### config.mk
export PLATFORM = sky130hd
export DESIGN_NAME = step_pulse_driver_flat
export DESIGN_NICKNAME = d
export VERILOG_FILES = /design/src/rtl/step_pulse_driver_if.sv /design/src/rtl/step_pulse_driver.sv /design/src/flat_wrapper.sv
export SDC_FILE = /design/constraint.sdc
export NUM_CORES = 1
export LEC_CHECK = 0
export ABC_AREA = 1
export BUFFER_PORTS_ARGS = -buffer_cell sky130_fd_sc_hd__buf_4
export CAP_MARGIN = 10
export CELL_PAD_IN_SITES_DETAIL_PLACEMENT = 1
export CELL_PAD_IN_SITES_GLOBAL_PLACEMENT = 1
export CORE_MARGIN = 2
export CORE_UTILIZATION = 47
export DETAILED_ROUTE_END_ITERATION = 10
export GPL_ROUTABILITY_DRIVEN = 0
export PLACE_DENSITY_LB_ADDON = 0.15
export SYNTH_ARGS = -nofsm -noshare
export SYNTH_HDL_FRONTEND = slang
export SYNTH_SLANG_ARGS = --single-unit
### constraint.sdc
create_clock -name clk_2M5 -period 12 [get_ports clk_2M5]
set_input_delay 0.6 -clock clk_2M5 [delete_from_list [all_inputs] [get_ports clk_2M5]]
set_output_delay 0.6 -clock clk_2M5 [all_outputs]
set_load 0.03 [all_outputs]
### src/rtl/step_pulse_driver_if.sv
// Host-facing bundle of the step pulse driver: move/load requests in,
// step pulses and model status out.
interface step_pulse_driver_if #(
  parameter int WIDTH = 16
);
  logic             load;
  logic             start;
  logic [WIDTH-1:0] preload;
  logic [WIDTH-1:0] target;
  logic [WIDTH-1:0] increment;
  logic             step_up;
  logic             step_dn;
  logic             step_rst;
  logic [WIDTH-1:0] model_count;
  logic             busy;
  logic             done;
  logic             inexact;

  modport master (
    output load, start, preload, target, increment,
    input  step_up, step_dn, step_rst, model_count, busy, done, inexact
  );

  modport slave (
    input  load, start, preload, target, increment,
    output step_up, step_dn, step_rst, model_count, busy, done, inexact
  );
endinterface

### src/rtl/step_pulse_driver.sv
// Drives spaced up/down/reset pulses into a downstream preloadable counter so
// that it walks from its modelled value to an absolute target.
module step_pulse_driver #(
  parameter int WIDTH     = 16,
  parameter int PULSE_LEN = 2,
  parameter int GAP_LEN   = 3
) (
  input logic                clk_2M5,
  input logic                reset,
  step_pulse_driver_if.slave bus
);

  localparam int MAX_LEN = (PULSE_LEN > GAP_LEN) ? PULSE_LEN : GAP_LEN;
  localparam int CNT_W   = $clog2(MAX_LEN + 1);

  typedef enum logic [1:0] {IDLE, DECIDE, PULSE, GAP} state_e;
  typedef enum logic [1:0] {KIND_UP, KIND_DN, KIND_RST} kind_e;

  state_e           state;
  kind_e            kind;
  logic [CNT_W-1:0] cnt;
  logic [WIDTH-1:0] target_q;
  logic [WIDTH-1:0] incr_q;

  logic [WIDTH-1:0] up_dist;
  logic [WIDTH-1:0] dn_dist;
  logic             up_ok;
  logic             dn_ok;

  // Distances are taken only in the direction that cannot underflow, so a
  // step that passes the check can never wrap the model.
  always_comb begin
    up_dist = target_q - bus.model_count;
    dn_dist = bus.model_count - target_q;
    up_ok   = (target_q > bus.model_count) && (incr_q != '0) && (up_dist >= incr_q);
    dn_ok   = (target_q < bus.model_count) && (incr_q != '0) && (dn_dist >= incr_q);
  end

  // NOTE: every register here, outputs included, is updated with non-blocking
  // assignments in this one block so all outputs change together on the edge.
  always_ff @(posedge clk_2M5 or negedge reset) begin
    if (!reset) begin
      state           <= IDLE;
      kind            <= KIND_UP;
      cnt             <= '0;
      target_q        <= '0;
      incr_q          <= '0;
      bus.step_up     <= 1'b0;
      bus.step_dn     <= 1'b0;
      bus.step_rst    <= 1'b0;
      bus.model_count <= '0;
      bus.busy        <= 1'b0;
      bus.done        <= 1'b0;
      bus.inexact     <= 1'b0;
    end else begin
      bus.done <= 1'b0;
      unique case (state)
        IDLE: begin
          if (bus.load) begin
            kind            <= KIND_RST;
            bus.step_rst    <= 1'b1;
            bus.model_count <= bus.preload;
            cnt             <= CNT_W'(PULSE_LEN - 1);
            bus.busy        <= 1'b1;
            state           <= PULSE;
          end else if (bus.start) begin
            target_q    <= bus.target;
            incr_q      <= bus.increment;
            bus.inexact <= 1'b0;
            bus.busy    <= 1'b1;
            state       <= DECIDE;
          end
        end

        DECIDE: begin
          if (up_ok) begin
            kind            <= KIND_UP;
            bus.step_up     <= 1'b1;
            bus.model_count <= bus.model_count + incr_q;
            cnt             <= CNT_W'(PULSE_LEN - 1);
            state           <= PULSE;
          end else if (dn_ok) begin
            kind            <= KIND_DN;
            bus.step_dn     <= 1'b1;
            bus.model_count <= bus.model_count - incr_q;
            cnt             <= CNT_W'(PULSE_LEN - 1);
            state           <= PULSE;
          end else begin
            // Either on target, or the remaining distance is smaller than one step.
            if (bus.model_count != target_q) bus.inexact <= 1'b1;
            bus.done <= 1'b1;
            bus.busy <= 1'b0;
            state    <= IDLE;
          end
        end

        PULSE: begin
          if (cnt == '0) begin
            bus.step_up  <= 1'b0;
            bus.step_dn  <= 1'b0;
            bus.step_rst <= 1'b0;
            cnt          <= CNT_W'(GAP_LEN - 1);
            state        <= GAP;
          end else begin
            cnt <= cnt - 1'b1;
          end
        end

        GAP: begin
          // A load reports completion during the final gap cycle.
          if (kind == KIND_RST && cnt == CNT_W'(1)) bus.done <= 1'b1;
          if (cnt == '0) begin
            if (kind == KIND_RST) begin
              bus.busy <= 1'b0;
              state    <= IDLE;
            end else begin
              state <= DECIDE;
            end
          end else begin
            cnt <= cnt - 1'b1;
          end
        end

        default: state <= IDLE;
      endcase
    end
  end

endmodule

### src/flat_wrapper.sv
// flat-port wrapper written by rule: the top's interface ports become plain ports
module step_pulse_driver_flat 
#(
  parameter int WIDTH     = 16,
  parameter int PULSE_LEN = 2,
  parameter int GAP_LEN   = 3
)
  (clk_2M5, reset, bus_load, bus_start, bus_preload, bus_target, bus_increment, bus_step_up, bus_step_dn, bus_step_rst, bus_model_count, bus_busy, bus_done, bus_inexact);
  step_pulse_driver_if #(.WIDTH(WIDTH)) bus_i ();
  input logic clk_2M5;
  input logic reset;
  input wire logic [$bits(bus_i.load)-1:0] bus_load;
  input wire logic [$bits(bus_i.start)-1:0] bus_start;
  input wire logic [$bits(bus_i.preload)-1:0] bus_preload;
  input wire logic [$bits(bus_i.target)-1:0] bus_target;
  input wire logic [$bits(bus_i.increment)-1:0] bus_increment;
  output wire logic [$bits(bus_i.step_up)-1:0] bus_step_up;
  output wire logic [$bits(bus_i.step_dn)-1:0] bus_step_dn;
  output wire logic [$bits(bus_i.step_rst)-1:0] bus_step_rst;
  output wire logic [$bits(bus_i.model_count)-1:0] bus_model_count;
  output wire logic [$bits(bus_i.busy)-1:0] bus_busy;
  output wire logic [$bits(bus_i.done)-1:0] bus_done;
  output wire logic [$bits(bus_i.inexact)-1:0] bus_inexact;
  assign bus_i.load = bus_load;
  assign bus_i.start = bus_start;
  assign bus_i.preload = bus_preload;
  assign bus_i.target = bus_target;
  assign bus_i.increment = bus_increment;
  assign bus_step_up = bus_i.step_up;
  assign bus_step_dn = bus_i.step_dn;
  assign bus_step_rst = bus_i.step_rst;
  assign bus_model_count = bus_i.model_count;
  assign bus_busy = bus_i.busy;
  assign bus_done = bus_i.done;
  assign bus_inexact = bus_i.inexact;
  step_pulse_driver #(.WIDTH(WIDTH), .PULSE_LEN(PULSE_LEN), .GAP_LEN(GAP_LEN)) u_core (.clk_2M5(clk_2M5), .reset(reset), .bus(bus_i));
endmodule
==> key figures <==
Clock tree
  – CTS root buffer: clkbuf_16
  – TritonCTS sink count: 60
  – Longest Clk Path Bufs: 2
  – Setup Fix Bufs, Post-CTS: 0
  – H-tree depth: 3
  – CTS tree: built
  – Clock-pin slew on the worst setup and hold paths: 60 ps
  – Number of gates resized after CTS: 0
  – Num CTS Buffers: 9
  – Cts-stage hold buffer count: 0
  – Clk Latency, worst-skew pair: 350 ps

Global routing
  – Pin count of the biggest net entering global routing: 65
  – Global-route wire length before repair: 34,000 um
  – Antenna violations before repair: 0
  – Gr ovfl total: 0
  – Number of global-route vias before repair: 6,659
  – Total GRT Usage: 30.8%

Setup path
  – CP Capture Type: flip-flop
  – CP peak stage delay: 570 ps
  – Type of the worst setup path: reg2reg
  – Crit Path Max Fanout: 14
  – R2R Setup Slk: 6130 ps
  – CP Data Arrival Time: 6150 ps
  – Startpoint class of the critical path: flip-flop
  – CP required: 12,280 ps
  – Crit-path slowest cell: o21ai_0
  – Most frequent CP cell: nand2_1

Yosys
  – Ys flop type: dfrtp_1
  – Netlist Area Pre-Place: 0.00612 mm^2
  – Post-synth cell types: 44
  – Async SR Flop Fraction: 100%
  – Syn avg cell area: 7.11 um^2
  – Post-synthesis sequential area ratio: 24.5%
  – Synth Instances: 861
  – Synthesized net count: 997
  – Number of flops mapped to enable cells by yosys: 0
  – Synthesized flop and latch total: 60
  – Warnings, synthesis: 0

Final layout
  – Share of layout cells above drive strength 1: 15.0%
  – Layout overhead on the synthesized area: 14.9%
  – # diodes: 0
  – Most common cell after layout, fill and taps aside: nand2_1
  – Final #Nets: 1,058
  – Commonest non-fill, non-tap cells in the layout: nand2_1, inv_1, ha_1, buf_4, o21ai_0

Route
  – Vias: 6,080
  – DR iter-0 viols: 261
  – Routed WL: 20,800 um
  – DRT met1 WL: 8730 um
  – Met2 wire len: 10,200 um
  – Final ANT Viol Nets: 0
  – DRT Pass-1 Iters: 5
  – DR WL met3: 742 um
  – Via density: 5.53
  – WL per Instance: 18.9 um
  – Post-route DRC: 0
  – Highest routed layer: met4

Status
  – Status: finished, final reports clean

STA
  – Slew margin rel.: 44.8%
  – Crit share post-route: 48.9%
  – Worst Tran Pin Value: 828 ps
  – Highest clock rate: 170 MHz
  – Post-layout minimum cycle time: 5870 ps
  – Unrepaired setup endpoints after global routing: false
  – Setup TNS: 0 ps
  – Final Max Slew Viols: 0
  – Final worst setup slack: 6130 ps
  – Skew final: 9.72 ps
  – Final setup viols: 0
  – Final hold vios: 0

Placement
  – # port buffers: 73
  – DP HPWL: 16,500 um
  – Pre-CTS setup slack: 6340 ps

Floorplanning
  – FP Rows: 41
  – Initial Util: 48.3%
  – Core area: 0.0127 mm^2
  – I/O pin cnt: 74
  – Die ar.: 0.0140 mm^2
  – Die H: 118 um
  – Die Wd: 118 um

Min path
  – Tightest Hold Check Type: in2async

Run
  – # Max-Cap Violations: 0
cell usage after synthesis (7+ instances only):
| master | count | area share (%) |
|---|---|---|
| a31oi_1 | 7 | 0.72 |
| ha_1 | 81 | 17 |
| buf_2 | 7 | 0.57 |
| xnor2_1 | 8 | 1.1 |
| nor2_1 | 41 | 2.5 |
| xor2_1 | 35 | 5.0 |
| o21ai_2 | 16 | 2.3 |
| nand3_1 | 36 | 2.9 |
| inv_1 | 129 | 7.9 |
| nand2_1 | 200 | 12 |
| dfrtp_1 | 60 | 25 |
| nand4_1 | 9 | 0.92 |
| o21ai_0 | 69 | 5.6 |
| nand2_2 | 10 | 1.0 |
| a21oi_1 | 67 | 5.5 |
| nor3_1 | 10 | 0.82 |
path summary, 6_finish.rpt:
kind                                                       startpoint                                    end  cells after the start
worst min register to register             u_core.kind[1]$_DFFE_PN0P_             u_core.kind[1]$_DFFE_PN0P_                      2
min in group clk_2M5                                 bus_increment[0]           u_core.incr_q[0]$_DFFE_PN0P_                      3
max in group asynchronous                                       reset        u_core.target_q[13]$_DFFE_PN0P_                      1
worst min-delay path                                            reset  u_core.bus.model_count[3]$_DFFE_PN0P_                      1
worst max register to register  u_core.bus.model_count[2]$_DFFE_PN0P_  u_core.bus.model_count[8]$_DFFE_PN0P_                     28
worst max-delay path            u_core.bus.model_count[2]$_DFFE_PN0P_  u_core.bus.model_count[8]$_DFFE_PN0P_                     28
registers in the layout (all words and copies together) (netlist names):
register / count
u_core.cnt: 2
u_core.bus.step_dn: 1
u_core.bus.done: 1
u_core.bus.step_rst: 1
u_core.bus.step_up: 1
u_core.state: 2
u_core.bus.model_count: 16
u_core.kind: 2
u_core.bus.inexact: 1
u_core.bus.busy: 1
u_core.incr_q: 16
u_core.target_q: 16
through the flow:
stage               cell area (um^2)  hold slack (ps)  instances  util, %
floorplan                       6120              304        861        -
detailed placement              6750              496       1083     53.3
finish                          7030              336       1099     55.5
global placement                6750              473       1083     53.3
global route                    7030              402       1099     55.5
CTS                             7030              382       1099     55.5
critical path, delay by kind of cell, from the launching register on:
kind / cells / cell delay [ps]
compound gates: 10 / 2730
simple gates: 11 / 1090
fa+ha+maj: 3 / 1080
flops: 1 / 420
buf+inv: 3 / 320
xor+xnor: 1 / 180
cells by family after synthesis:
family          Yosys count  share of synthesized area, %
xor+xnor                 43                          6.15
compound gates          188                          17.9
mux                       1                         0.184
flops                    60                          24.5
simple gates            323                          22.7
fa+ha+maj                84                          17.5
buf+inv                 162                          11.0
per-layer routing:
metal  track usage, %  vias up
li1                 -     2916
met1             35.8     2935
met2             54.5      174
met3             3.62       55
met4             17.7        0
met5                0        -
final cells by class:
type	instances	area, um^2
clock buffer	11	243
timing repair buffer	75	563
multi-input combinational	639	3950
tap	172	215
fill	1679	5640
sequential	60	1500
inverter	137	520
clock inverter	5	36.3
Power is left out: the tool's default activity adds up to more than one toggle a clock period on the data nets, which glitch-free logic cannot reach.
